## src/rtl/maj_selfcheck_engine.sv

```systemverilog
// Stimulus generator and popcount-reference checker for N-input threshold/majority DUTs.
// Drives exhaustive or LFSR vectors, compares dut_y against a LAT-delayed reference.
module maj_selfcheck_engine #(
    parameter int          N      = 39,
    parameter int          THRESH = (N + 1) / 2,
    parameter int          LAT    = 0,
    parameter int          CNT_W  = 16,
    parameter logic [N-1:0] TAPS  = N'(39'h40_0000_0004)
) (
    input  logic             clk,
    input  logic             rst,
    input  logic             start,
    input  logic             mode,
    input  logic [N-1:0]     seed,
    input  logic [N:0]       num_vec,
    output logic [N-1:0]     stim,
    input  logic             dut_y,
    output logic             busy,
    output logic             done,
    output logic [CNT_W-1:0] mismatch_cnt,
    output logic [N-1:0]     first_fail,
    output logic             first_fail_valid
);
    localparam int PC_W = $clog2(N + 1);

    typedef enum logic [1:0] {IDLE, RUN, DRAIN} state_t;

    state_t     state, state_nxt;
    logic       mode_q;
    logic [N:0] rem;

    logic         vld_p0, y_ref_p0;
    logic         vld_cmp, y_ref_cmp, pipe_busy;
    logic [N-1:0] stim_cmp;

    function automatic logic [PC_W-1:0] popcount(input logic [N-1:0] v);
        logic [PC_W-1:0] c;
        c = '0;
        for (int i = 0; i < N; i++) c = c + PC_W'(v[i]);
        return c;
    endfunction

    function automatic logic [CNT_W-1:0] sat_inc(input logic [CNT_W-1:0] v);
        return (&v) ? v : v + CNT_W'(1);
    endfunction

    function automatic logic [N-1:0] lfsr_next(input logic [N-1:0] v);
        return {v[N-2:0], ^(v & TAPS)};
    endfunction

    // Stage p0: reference computed straight off the registered stimulus
    assign vld_p0   = (state == RUN);
    assign y_ref_p0 = int'(popcount(stim)) >= THRESH;

    generate
        if (LAT == 0) begin : g_comb
            assign vld_cmp   = vld_p0;
            assign y_ref_cmp = y_ref_p0;
            assign stim_cmp  = stim;
            assign pipe_busy = vld_p0;
        end else begin : g_pipe
            logic [LAT-1:0] vld_pl;
            logic [LAT-1:0] y_ref_pl;
            logic [N-1:0]   stim_pl [LAT];

            always_ff @(posedge clk or posedge rst) begin
                if (rst) begin
                    vld_pl <= '0;
                end else begin
                    vld_pl[0] <= vld_p0;
                    for (int i = 1; i < LAT; i++) vld_pl[i] <= vld_pl[i-1];
                end
            end

            // Data stages carry no reset; only the valid marks them meaningful
            always_ff @(posedge clk) begin
                y_ref_pl[0] <= y_ref_p0;
                stim_pl[0]  <= stim;
                for (int i = 1; i < LAT; i++) begin
                    y_ref_pl[i] <= y_ref_pl[i-1];
                    stim_pl[i]  <= stim_pl[i-1];
                end
            end

            assign vld_cmp   = vld_pl[LAT-1];
            assign y_ref_cmp = y_ref_pl[LAT-1];
            assign stim_cmp  = stim_pl[LAT-1];
            assign pipe_busy = vld_p0 | (|vld_pl);
        end
    endgenerate

    always_comb begin
        state_nxt = state;
        busy      = (state != IDLE);
        case (state)
            IDLE:    if (start) state_nxt = (num_vec == '0) ? DRAIN : RUN;
            RUN:     if (rem == (N+1)'(1)) state_nxt = DRAIN;
            DRAIN:   if (!pipe_busy) state_nxt = IDLE;
            default: state_nxt = IDLE;
        endcase
    end

    always_ff @(posedge clk or posedge rst) begin
        if (rst) begin
            state            <= IDLE;
            mode_q           <= 1'b0;
            rem              <= '0;
            stim             <= '0;
            done             <= 1'b0;
            mismatch_cnt     <= '0;
            first_fail       <= '0;
            first_fail_valid <= 1'b0;
        end else begin
            state <= state_nxt;
            if (state == IDLE && start) begin
                mode_q           <= mode;
                rem              <= num_vec;
                done             <= 1'b0;
                mismatch_cnt     <= '0;
                first_fail       <= '0;
                first_fail_valid <= 1'b0;
                if (num_vec != '0)
                    stim <= mode ? ((seed == '0) ? N'(1) : seed) : '0;
            end else begin
                // The last vector stays on stim through DRAIN and IDLE
                if (state == RUN) begin
                    rem <= rem - (N+1)'(1);
                    if (rem != (N+1)'(1))
                        stim <= mode_q ? lfsr_next(stim) : stim + N'(1);
                end
                if (vld_cmp && (dut_y != y_ref_cmp)) begin
                    mismatch_cnt <= sat_inc(mismatch_cnt);
                    if (!first_fail_valid) begin
                        first_fail       <= stim_cmp;
                        first_fail_valid <= 1'b1;
                    end
                end
                if (state == DRAIN && !pipe_busy) done <= 1'b1;
            end
        end
    end
endmodule
```

## config.mk

```make
export PLATFORM = sky130hd
export DESIGN_NAME = maj_selfcheck_engine
export DESIGN_NICKNAME = d
export VERILOG_FILES = /design/src/rtl/maj_selfcheck_engine.sv
export SDC_FILE = /design/constraint.sdc
export NUM_CORES = 1
export LEC_CHECK = 0
export ABC_CLOCK_PERIOD_IN_PS = 10700
export CAP_MARGIN = 0
export CORE_ASPECT_RATIO = 1.75
export CORE_MARGIN = 4
export CORE_UTILIZATION = 40
export DETAILED_ROUTE_END_ITERATION = 8
export PLACE_DENSITY_LB_ADDON = 0.05
export SLEW_MARGIN = 30
export SYNTH_ARGS = -nofsm -noshare
export SYNTH_HDL_FRONTEND = slang
export SYNTH_SLANG_ARGS = --single-unit
```

## constraint.sdc

```tcl
create_clock -name clk -period 10.7 [get_ports clk]
set_input_delay 2.675 -clock clk [delete_from_list [all_inputs] [get_ports clk]]
set_output_delay 2.675 -clock clk [all_outputs]
set_load 0.1 [all_outputs]
```

==> impl_metrics.yaml <==
run_status:
  outcome: "finished clean"
critical_path:
  r2r-start: "stim[13]"
  crit_required_ns: 11.06
  criticalPathCategory: "reg -> reg"
  worstPathMaxFanout: 39
  path_cells: "inv_1, fa_1, inv_1, fa_1, inv_1, fa_1, fa_1, fa_1, fa_1, fa_1, inv_1, fa_1, fa_1, a211oi_1, o32ai_1, o221ai_1, nand3_1, a21oi_4, buf_4, mux2i_1"
  cp-end-kind: "register"
  critPathMaxStageDelay_ns: 0.60
  start_kind: "register"
  cp_slowest_cell: "buf_4"
  path_common_cell: "fa_1"
  worstRegToRegCells: 20
  cp-startpoint: "stim[13]"
  arrival_ns: 7.80
  r2r_slack_ns: 3.26
global_route:
  grtUsageTotal_pct: 25.70
  antenna_found_initial: 0
  grt_pass1_vias: 9211
  grt_pass1_wl_mm: 52.97
  overflow: 0
  grt_max_degree: 88
synthesis:
  synth_edf_count: 0
  ys_ff_latch: 139
  yosys.area_share.simple_pct: 20.62
  yosys_warnings: 0
  synth_top_family_by_area: "compound AO/OA/AOI/OAI gates"
  avgSynthCellArea_um2: 8.869
  seq_area_frac_synth_pct: 36.79
  synth_cell_types: 73
  ys.flop_type: "dfrtp_1"
  synth.area.top_cells: "dfrtp_1, fa_1, mux2i_1"
  synth_xor_area_share_pct: 0.6485
  syn_inst: 1066
  synth_compound_area_share_pct: 20.92
  ys_top_cells_by_count: "nand2_1, dfrtp_1, inv_1"
  syn-cell-area_mm2: 0.009454
  muxShareOfSynthArea_pct: 6.048
  synth_top_area_share_pct: 36.79
  postSynth.asyncResetShare_pct: 100.0
  yosys.area.top_type: "dfrtp_1"
  yosysMostFrequentCell: "nand2_1"
  synth_nets: 1195
  synthAdderAreaFrac_pct: 8.338
clock_network:
  postCtsSetupBuffers: 0
  numCtsBuffers: 17
  htreeDepth: 4
  ctsHoldBuffers: 0
  clk_pin_slew_ns: 0.06
  clk_latency_ns: 0.44
  cts_buffer_depth: 2
  cts_root_buf: "clkbuf_16"
  cts_tree: "done"
  clock-sinks: 139
  cts.repair.resized: 0
routing:
  drtIter0Drc: 749
  drc: 0
  vias_per_cell: 6.020
  ant_nets: 0
  vias: 9210
  dr.pass1.iters: 5
  wire_per_inst_um: 22.27
  wirelength_mm: 34.08
final_layout:
  seqCellArea_mm2: 0.003480
  multi_input_area_mm2: 0.005395
  diodes: 0
  nFillCells: 2294
  syn_to_final_growth_pct: 27.36
  layout.nets: 1342
  utilization_pct: 51.60
  drive_gt1_share_pct: 6.444
  final_cells: 1530
placed_design:
  dp_cells: 1498
  dp_hpwl_mm: 24.78
  place_congestion: 0.9106
  io_buffers: 180
sta:
  tightest_slew_ns: 1.045
  finalSetupTns_ns: 0
  hold_viol: 0
  skew_ns: 0.01856
  slew_violations: 0
  setup_viol: 0
  fmax_mhz: 134.5
  rsz0062_at_grt: "no"
  max-slew-margin-rel_pct: 30.15
  period_share_pct: 69.51
  hold_ws_ns: 0.5023
  fin_crit_ns: 7.437
floorplanning:
  die_width_um: 124.2
  initial_core_util_pct: 40.52
  core_area_mm2: 0.02333
  ios: 181
  die_area_mm2: 0.02626
  die_h_um: 211.4
  row_count: 74
hold_path:
  min_from: "mismatch_cnt[12]"
  hold_depth: 1
  hold_path.class: "reg -> reg"
job:
  maxCapViolCount: 0
[stage by stage]
stage / instance area, um2 / setup slack (ns)
6_report: 12040 / 3.263
5_1_grt: 12040 / 2.878
4_1_cts: 12060 / 3.255
3_5_place_dp: 11440 / 3.295
3_3_place_gp: 11450 / 3.452
2_1_floorplan: 9454 / 3.346
[flip-flops by register name (all words and copies together), names as in the netlist]
register,flops
first_fail_valid,1
stim,39
mismatch_cnt,16
rem,40
done,1
first_fail,39
mode_q,1
state,2
[path summary, 6_finish.rpt]
check / endpoint
worst min-delay path: mismatch_cnt[12]
max in group asynchronous: stim[22]
worst max-delay path: first_fail[17]
worst max register to register: first_fail[17]
worst min register to register: mismatch_cnt[12]
min in group asynchronous: first_fail_valid
[metal layers]
layer  GRT usage, %  up-vias  share of wire [%]
met5              0        -                  0
met4          17.03        0                6.6
met3          5.327      102                6.0
met2          44.43      403                 51
met1          28.50     4465                 36
li1               -     4240                  -
[worst max-delay path: cells and delay by family (launching register included)]
kind	cells	cell delay [ns]
compound gates	4	0.91
flops	1	0.52
buf+inv	5	0.90
mux	1	0.26
simple gates	1	0.34
fa+ha+maj	9	4.37
[final cells by class]
type,count,area share [%]
clock buffer,19,3.679
clock inverter,13,1.444
inverter,80,2.536
multi-input combinational,782,44.81
sequential,139,28.90
tap,304,3.159
timing repair buffer,193,15.47
[cells by family (layout without fill, tap and decap cells)]
logic type / after synthesis / after routing
simple gates: 384 / 384
compound gates: 289 / 289
xor+xnor: 7 / 7
fa+ha+maj: 45 / 45
flops: 139 / 139
buf+inv: 145 / 305
mux: 57 / 57
[layout by cell type (no fill, tap or decap), types with 6 or more instances in the layout]
| cell | Yosys | routed |
|---|---|---|
| clkdlybuf4s50_1 | 0 | 172 |
| nand2_1 | 148 | 148 |
| dfrtp_1 | 139 | 138 |
| inv_1 | 79 | 78 |
| o21ai_0 | 60 | 60 |
| a21oi_1 | 57 | 56 |
| mux2i_1 | 56 | 56 |
| nor3_1 | 42 | 42 |
| nand3_1 | 41 | 41 |
| nor4_1 | 37 | 37 |
| nor2_1 | 36 | 34 |
| fa_1 | 30 | 30 |
| o211ai_1 | 23 | 23 |
| nand4_1 | 17 | 17 |
| clkbuf_16 | 0 | 17 |
| o22ai_1 | 15 | 15 |
| ha_1 | 15 | 15 |
| o2bb2ai_1 | 14 | 14 |
| a22oi_1 | 12 | 12 |
| buf_4 | 1 | 12 |
| and3_1 | 11 | 11 |
| a221o_1 | 11 | 11 |
| a31oi_1 | 11 | 10 |
| o311ai_0 | 10 | 10 |
| a211oi_1 | 9 | 9 |
| or4_1 | 9 | 9 |
| buf_2 | 8 | 8 |
| xnor2_1 | 7 | 7 |
| a221oi_1 | 7 | 7 |
| o31ai_1 | 6 | 6 |
| a32oi_1 | 6 | 6 |
| clkinv_2 | 0 | 6 |
Power is not shown: default switching activity piles up to over one toggle a cycle in this logic, so the estimate is an artifact.
